**src/rtl/cmd_decoder_seq.sv**
```systemverilog
// cmd_decoder_seq: sequential terminal-command decoder.
// Accepts one ASCII command word per handshake and classifies it as either
// "<D digits><op><D digits>" arithmetic or a 5-character keyword padded with
// spaces. It then emits registered operands, a one-hot opcode, go, a held
// reset request and a one-cycle out_valid strobe.
// Build option: define UNKNOWN_CMD_ERR_EN so unrecognised commands report
// opcode bit 10. Without it they are silently dropped.
module cmd_decoder_seq #(
  parameter int DIGITS     = 2,
  parameter int OPW        = 8,
  parameter int OPC_W      = 11,
  parameter int RESET_HOLD = 4,
  localparam int CW        = 8 * (2 * DIGITS + 1)
) (
  input  logic             clk,
  input  logic             reset_n,
  input  logic             cmd_valid,
  output logic             cmd_ready,
  input  logic [CW-1:0]    command,
  output logic [OPW-1:0]   a_in,
  output logic [OPW-1:0]   b_in,
  output logic [OPC_W-1:0] op_code,
  output logic             reset_out,
  output logic             go,
  output logic             out_valid,
  output logic             ovf
);

  localparam int NCH = 2 * DIGITS + 1;
  localparam int DCW = $clog2(DIGITS + 1);
  localparam int HCW = (RESET_HOLD > 1) ? $clog2(RESET_HOLD) : 1;
  localparam int AW  = OPW + 4;
  localparam logic [AW-1:0] ACC_MAX = {4'b0000, {OPW{1'b1}}};

  localparam logic [OPC_W-1:0] OPC_ADD   = OPC_W'(11'h001);
  localparam logic [OPC_W-1:0] OPC_SUB   = OPC_W'(11'h002);
  localparam logic [OPC_W-1:0] OPC_MUL   = OPC_W'(11'h004);
  localparam logic [OPC_W-1:0] OPC_DIV   = OPC_W'(11'h008);
  localparam logic [OPC_W-1:0] OPC_LAZER = OPC_W'(11'h010);
  localparam logic [OPC_W-1:0] OPC_TALK  = OPC_W'(11'h020);
  localparam logic [OPC_W-1:0] OPC_START = OPC_W'(11'h040);
  localparam logic [OPC_W-1:0] OPC_FACE  = OPC_W'(11'h080);
  localparam logic [OPC_W-1:0] OPC_FIGHT = OPC_W'(11'h100);
  localparam logic [OPC_W-1:0] OPC_ERR   = OPC_W'(11'h400);

  typedef enum logic [2:0] {IDLE, CLASSIFY, PARSE, EMIT, RST_HOLD} state_t;

  state_t           state_q, state_d;
  logic [CW-1:0]    cmd_q, cmd_d;
  logic [AW-1:0]    acc_a_q, acc_a_d, acc_b_q, acc_b_d;
  logic             sat_q, sat_d;
  logic [DCW-1:0]   dig_cnt_q, dig_cnt_d;
  logic [HCW-1:0]   hold_cnt_q, hold_cnt_d;
  logic             pend_arith_q, pend_arith_d;
  logic [OPC_W-1:0] pend_opc_q, pend_opc_d;
  logic [OPW-1:0]   a_in_q, a_in_d, b_in_q, b_in_d;
  logic [OPC_W-1:0] op_code_q, op_code_d;
  logic             reset_out_q, reset_out_d;
  logic             go_q, go_d;
  logic             out_valid_q, out_valid_d;
  logic             ovf_q, ovf_d;

  logic             digits_ok, tail_ok;
  logic [OPC_W-1:0] arith_opc;
  logic [CW-1:0]    scan;
  logic             kw_hit, kw_go, kw_keep, kw_rst;
  logic [OPC_W-1:0] kw_opc;
  logic [OPW-1:0]   kw_a;
  logic [AW:0]      step_a, step_b;

  // One decimal step with clamping; the top bit flags that the clamp fired.
  function automatic logic [AW:0] digit_step(input logic [AW-1:0] acc, input logic [7:0] ch);
    logic [AW-1:0] nxt;
    nxt = acc * AW'(10) + AW'(ch[3:0]);
    if (nxt > ACC_MAX) return {1'b1, ACC_MAX};
    return {1'b0, nxt};
  endfunction

  // Operand A digits sit at the top of cmd_q, and operand B digits sit just
  // past the operator. PARSE shifts cmd_q so both digit columns advance together.
  assign step_a = digit_step(acc_a_q, cmd_q[CW-1 -: 8]);
  assign step_b = digit_step(acc_b_q, cmd_q[CW-1-8*(DIGITS+1) -: 8]);

  // Character-class scan: digit positions, the operator and the keyword space tail.
  always_comb begin
    digits_ok = 1'b1;
    tail_ok   = 1'b1;
    arith_opc = '0;
    scan      = cmd_q;
    for (int i = 0; i < NCH; i++) begin
      if (i != DIGITS && (scan[CW-1 -: 8] < 8'h30 || scan[CW-1 -: 8] > 8'h39)) digits_ok = 1'b0;
      if (i >= 5 && scan[CW-1 -: 8] != 8'h20) tail_ok = 1'b0;
      scan = scan << 8;
    end
    case (cmd_q[CW-1-8*DIGITS -: 8])
      8'h2B:        arith_opc = OPC_ADD;
      8'h2D:        arith_opc = OPC_SUB;
      8'h2A, 8'h78: arith_opc = OPC_MUL;
      8'h2F:        arith_opc = OPC_DIV;
      default:      arith_opc = '0;
    endcase
  end

  // Keyword table lookup on the first five characters of the held command.
  always_comb begin
    kw_hit  = 1'b1;
    kw_opc  = '0;
    kw_a    = '0;
    kw_go   = 1'b0;
    kw_keep = 1'b0;
    kw_rst  = 1'b0;
    case (cmd_q[CW-1 -: 40])
      "lazer": kw_opc = OPC_LAZER;
      "hello": kw_opc = OPC_TALK;
      "how  ": begin kw_opc = OPC_TALK; kw_a = OPW'(1); end
      "hey  ": begin kw_opc = OPC_TALK; kw_a = OPW'(2); end
      "sup  ": begin kw_opc = OPC_TALK; kw_a = OPW'(3); end
      "pirat": begin kw_opc = OPC_TALK; kw_a = OPW'(4); end
      "what ": begin kw_opc = OPC_TALK; kw_a = OPW'(5); end
      "arggg": begin kw_opc = OPC_TALK; kw_a = OPW'(6); end
      "i nee": begin kw_opc = OPC_TALK; kw_a = OPW'(7); end
      "start": begin kw_opc = OPC_START; kw_go = 1'b1; end
      "smile": begin kw_opc = OPC_FACE; kw_a = OPW'(2); end
      "raves": kw_opc = OPC_FACE;
      "fight": kw_opc = OPC_FIGHT;
      "disco": kw_opc = '0;
      "reset": begin kw_opc = OPC_FIGHT; kw_rst = 1'b1; end
      "stop ": begin kw_a = OPW'(1); kw_go = 1'b1; kw_keep = 1'b1; end
      default: kw_hit = 1'b0;
    endcase
  end

  // Next-state and output logic. Everything holds unless a state updates it,
  // and out_valid is a single-cycle strobe.
  always_comb begin
    state_d      = state_q;
    cmd_d        = cmd_q;
    acc_a_d      = acc_a_q;
    acc_b_d      = acc_b_q;
    sat_d        = sat_q;
    dig_cnt_d    = dig_cnt_q;
    hold_cnt_d   = hold_cnt_q;
    pend_arith_d = pend_arith_q;
    pend_opc_d   = pend_opc_q;
    a_in_d       = a_in_q;
    b_in_d       = b_in_q;
    op_code_d    = op_code_q;
    reset_out_d  = reset_out_q;
    go_d         = go_q;
    out_valid_d  = 1'b0;
    ovf_d        = ovf_q;
    case (state_q)
      IDLE: begin
        if (cmd_valid) begin
          cmd_d   = command;
          state_d = CLASSIFY;
        end
      end
      CLASSIFY: begin
        if (digits_ok && arith_opc != '0) begin
          pend_arith_d = 1'b1;
          pend_opc_d   = arith_opc;
          acc_a_d      = '0;
          acc_b_d      = '0;
          sat_d        = 1'b0;
          dig_cnt_d    = '0;
          state_d      = PARSE;
        end else if (kw_hit && tail_ok) begin
          pend_arith_d = 1'b0;
          state_d      = EMIT;
        end else begin
`ifdef UNKNOWN_CMD_ERR_EN
          pend_arith_d = 1'b0;
          state_d      = EMIT;
`else
          state_d      = IDLE;
`endif
        end
      end
      PARSE: begin
        acc_a_d = step_a[AW-1:0];
        acc_b_d = step_b[AW-1:0];
        sat_d   = sat_q | step_a[AW] | step_b[AW];
        cmd_d   = cmd_q << 8;
        if (dig_cnt_q == DCW'(DIGITS - 1)) state_d = EMIT;
        else dig_cnt_d = dig_cnt_q + 1'b1;
      end
      EMIT: begin
        out_valid_d = 1'b1;
        state_d     = IDLE;
        if (pend_arith_q) begin
          a_in_d      = acc_a_q[OPW-1:0];
          b_in_d      = acc_b_q[OPW-1:0];
          op_code_d   = pend_opc_q;
          go_d        = 1'b0;
          ovf_d       = sat_q;
          reset_out_d = 1'b0;
        end else if (kw_hit && tail_ok) begin
          a_in_d      = kw_a;
          b_in_d      = '0;
          op_code_d   = kw_keep ? op_code_q : kw_opc;
          go_d        = kw_go;
          ovf_d       = 1'b0;
          reset_out_d = kw_rst;
          if (kw_rst) begin
            hold_cnt_d = '0;
            state_d    = RST_HOLD;
          end
        end else begin
          a_in_d      = '0;
          b_in_d      = '0;
          op_code_d   = OPC_ERR;
          go_d        = 1'b0;
          ovf_d       = 1'b0;
          reset_out_d = 1'b0;
        end
      end
      RST_HOLD: begin
        if (hold_cnt_q == HCW'(RESET_HOLD - 1)) begin
          reset_out_d = 1'b0;
          hold_cnt_d  = '0;
          state_d     = IDLE;
        end else begin
          hold_cnt_d = hold_cnt_q + 1'b1;
        end
      end
      default: state_d = IDLE;
    endcase
  end

  // State and output registers with synchronous active-low reset.
  always_ff @(posedge clk) begin
    if (!reset_n) begin
      state_q      <= IDLE;
      cmd_q        <= '0;
      acc_a_q      <= '0;
      acc_b_q      <= '0;
      sat_q        <= 1'b0;
      dig_cnt_q    <= '0;
      hold_cnt_q   <= '0;
      pend_arith_q <= 1'b0;
      pend_opc_q   <= '0;
      a_in_q       <= '0;
      b_in_q       <= '0;
      op_code_q    <= '0;
      reset_out_q  <= 1'b0;
      go_q         <= 1'b0;
      out_valid_q  <= 1'b0;
      ovf_q        <= 1'b0;
    end else begin
      state_q      <= state_d;
      cmd_q        <= cmd_d;
      acc_a_q      <= acc_a_d;
      acc_b_q      <= acc_b_d;
      sat_q        <= sat_d;
      dig_cnt_q    <= dig_cnt_d;
      hold_cnt_q   <= hold_cnt_d;
      pend_arith_q <= pend_arith_d;
      pend_opc_q   <= pend_opc_d;
      a_in_q       <= a_in_d;
      b_in_q       <= b_in_d;
      op_code_q    <= op_code_d;
      reset_out_q  <= reset_out_d;
      go_q         <= go_d;
      out_valid_q  <= out_valid_d;
      ovf_q        <= ovf_d;
    end
  end

  assign cmd_ready = (state_q == IDLE);
  assign a_in      = a_in_q;
  assign b_in      = b_in_q;
  assign op_code   = op_code_q;
  assign reset_out = reset_out_q;
  assign go        = go_q;
  assign out_valid = out_valid_q;
  assign ovf       = ovf_q;

endmodule

```
**config.mk**
```make
export PLATFORM = sky130hd
export DESIGN_NAME = cmd_decoder_seq
export DESIGN_NICKNAME = d
export VERILOG_FILES = /design/src/rtl/cmd_decoder_seq.sv
export SDC_FILE = /design/constraint.sdc
export NUM_CORES = 1
export LEC_CHECK = 0
export BUFFER_PORTS_ARGS = -buffer_cell sky130_fd_sc_hd__buf_2
export CAP_MARGIN = 15
export CORE_MARGIN = 1.5
export CORE_UTILIZATION = 35
export CTS_BUF_LIST = sky130_fd_sc_hd__clkbuf_4
export DETAILED_ROUTE_END_ITERATION = 8
export PLACE_DENSITY = 0.62
export SYNTH_ARGS = -nofsm -noshare
export SYNTH_HDL_FRONTEND = slang
export SYNTH_SLANG_ARGS = --single-unit
```
**constraint.sdc**
```tcl
create_clock -name clk -period 3.7 [get_ports clk]
set_input_delay 0.555 -clock clk [delete_from_list [all_inputs] [get_ports clk]]
set_output_delay 0.555 -clock clk [all_outputs]
set_load 0.1 [all_outputs]
```
==> qor.yml <==
status:
  outcome: "finished clean"
sta:
  drv_slew: 0
  period_needed_ps: 3430
  timing.final.crit_share_pct: 92.6
  fin_setup_tns_ps: 0
  hold_violations: 0
  rsz0062_at_grt: "no"
  slew_headroom_pct: 41.1
  worstMarginPinSlew_ps: 882
  finalClockSkew_ps: 37.5
  max_freq_ghz: 0.292
  setup_viol: 0
synth:
  yosys_warnings: 0
  netlist_instances: 843
  synth_compound_area_share_pct: 19.3
  synth.cell_area_mm2: 0.00671
  async_flop_share_pct: 0
  yosys.area_share.simple_pct: 32.7
  synth_common_cells: "105 x dfxtp_1, 96 x nor2_1, 73 x nand2_1"
  syn_area_per_cell_um2: 7.96
  netlist.area_leader.share_pct: 31.3
  synth.most_common_cell: "dfxtp_1"
  synthMuxAreaShare_pct: 0.466
  synth_seq_cells: 105
  synth_enable_flop_cells: 0
  yosys.area.top_type: "dfxtp_1"
  yosysUniqueCellTypes: 72
  yosysSeqAreaShare_pct: 31.3
  ys_top_cells_by_area: "dfxtp_1 31%, ha_1 7.1%, nor2_1 5.4%"
  synth_nets: 928
  yosys_most_used_dff: "dfxtp_1"
  synth_fa_ha_area_share_pct: 8.27
  synth_top_family_by_area: "simple AND/OR/NAND/NOR gates"
  synthXorXnorAreaFrac_pct: 3.00
clock_network:
  clk_latency_ps: 520
  cts_made_buffers: 9
  htree_levels: 3
  postCtsSetupBuffers: 0
  hold_buffers: 0
  root_buffer: "clkbuf_4"
  cts_max_path_buffers: 2
  cts_tree: "done"
  clkTransAtPathRegs_ps: 200
  ctsResizeCount: 0
  clock_sinks: 105
hold_path:
  holdPathStages: 3
  hp-class: "in2reg"
  min_to: "cmd_q[5]"
  holdCritStartpoint: "command[5]"
critical_path:
  crit_path_start_kind: "register"
  crit_chain: "ha_1 > ha_1 > fa_1 > xnor2_1 > nor3_2 > or3b_1 > or4_1 > a211oi_2 > o21a_2 > a211oi_1"
  required_ps: 4060
  cpPeakStageDelay_ps: 430
  path_class: "reg2reg"
  r2r-start: "acc_b_q[3]"
  crit_slowest_cell: "dfxtp_1"
  r2r_slack_ps: 270
  reg2reg_depth: 10
  end_kind: "register"
  crit_fanout: 8
  worst_ep_arrival_time_ps: 3780
  path_common_cell: "ha_1"
  r2r-end: "acc_b_q[1]"
place:
  dp_hpwl_um: 16000
  io_buffers: 73
  place_area_mm2: 0.00728
  gp_congestion: 1.01
floorplanning:
  rows: 50
  die_area_mm2: 0.0200
  ios: 75
  core_area_mm2: 0.0188
  die_width_um: 142
  initial_core_util_pct: 35.8
  die_h_um: 142
global_routing:
  busiest_layer: "met1"
  use_met3_pct: 4.02
  grt_pass1_vias: 6422
  grtUsageMet1_pct: 32.4
  grt_overflow: 0
  use_met2_pct: 31.5
  grt_max_degree: 42
  antenna_found_initial: 1
  grt.total_usage_pct: 22.1
  grt_pass1_wl_um: 34900
detailed_routing:
  drt-initial-drc-count: 488
  vias: 6797
  wl_um: 21600
  drcViolationCount: 0
  vias_per_cell: 6.03
  firstDrtPassIters: 5
  ant_nets: 0
  wl_per_cell_um: 19.1
cells_and_area:
  finish.instance_area_mm2: 0.00744
  nets: 972
  drive_gt1_share_pct: 15.0
  n_fill_cell: 1995
  syn_to_final_growth_pct: 10.8
power:
  p_leak_nw: 2.84
  vdd_drop_max_uv: 157
  p_per_area_mw_per_mm2: 286
run:
  cap_violations: 0
-- layout by cell type (no fill, tap or decap), drive strengths merged, types with 8 or more instances in the layout --
| cell type | count |
|---|---|
| a21oi | 70 |
| nor2b | 15 |
| a211oi | 12 |
| nand3 | 43 |
| xnor2 | 15 |
| dfxtp | 105 |
| clkbuf | 9 |
| ha | 38 |
| and2 | 11 |
| nor3b | 8 |
| nor4bb | 9 |
| nand4 | 35 |
| nor3 | 22 |
| inv | 17 |
| xor2 | 8 |
| o221ai | 29 |
| nand2 | 73 |
| buf | 97 |
| a311oi | 12 |
| nor2 | 96 |
| o21ai | 24 |
| nor4 | 25 |
-- sequential cells by signal, indices dropped and copies added (netlist names), 3 cells and up --
register,cells
b_in,8
op_code,10
a_in,8
state_q,3
acc_a_q,11
acc_b_q,11
pend_opc_q,4
cmd_q,40
-- cell families (layout without fill, tap and decap cells) --
logic type               Yosys count  after routing
adder cells (fa/ha/maj)           42             42
AO/OA/AOI/OAI                    192            192
multiplexers                       3              3
other                              1              2
buffers and inverters             78            127
AND/OR/NAND/NOR                  399            399
flip-flops                       105            105
XOR/XNOR                          23             23
-- routing by layer --
metal / share of wire, % / wire (um)
met5: 0 / 0
met4: 3.5 / 748
met3: 7.2 / 1550
met2: 40 / 8720
met1: 49 / 10600
-- through the flow --
step | hold slack (ps) | power, W | instances | util, % | worst slack [ps]
2_1_floorplan | 434 | 0.00140 | 843 | - | 61.4
3_3_place_gp | 433 | 0.00151 | 1110 | 38.8 | 384
5_1_grt | 246 | 0.00222 | 1127 | 39.6 | 62.4
4_1_cts | 237 | 0.00215 | 1126 | 39.6 | 256
3_5_place_dp | 435 | 0.00151 | 1110 | 38.8 | 311
6_report | 265 | 0.00213 | 1127 | 39.6 | 275
-- worst max-delay path: cells and delay by family (launching register included) --
family | cells | cell delay (ps)
AND/OR/NAND/NOR | 3 | 1060
adder cells (fa/ha/maj) | 3 | 900
AO/OA/AOI/OAI | 3 | 670
flip-flops | 1 | 430
XOR/XNOR | 1 | 200
-- final cells by class --
class	count	area [um2]	area share, %
clock inverters	7	91.3	1.23
repair buffers	97	546	7.33
diodes	1	2.50	0.0336
inverters	14	52.6	0.706
multi-input cells	660	4290	57.6
clock buffers	9	67.6	0.908
well taps	234	293	3.94
flip-flops and latches	105	2100	28.3
-- worst max-delay path by stage --
| stage | startpoint | endpoint | slack [ps] |
|---|---|---|---|
| 6_report | acc_b_q[3] | acc_b_q[1] | 270 |
| 5_1_grt | acc_b_q[3] | acc_b_q[1] | 60 |
| 4_1_cts | acc_b_q[3] | acc_b_q[1] | 260 |
| 3_5_place_dp | acc_b_q[3] | acc_b_q[7] | 310 |
| 3_3_place_gp | acc_b_q[3] | acc_b_q[7] | 380 |
| 2_1_floorplan | state_q[1] | cmd_q[15] | 60 |
-- power breakdown --
part	total, W	internal, W	switching (W)
combinational	0.000247	0.0000966	0.000150
clock	0.000638	0.000170	0.000469
sequential	0.00125	0.00117	0.0000806
total	0.00213	0.00143	0.000699
Power figures use the tool's default switching activity.
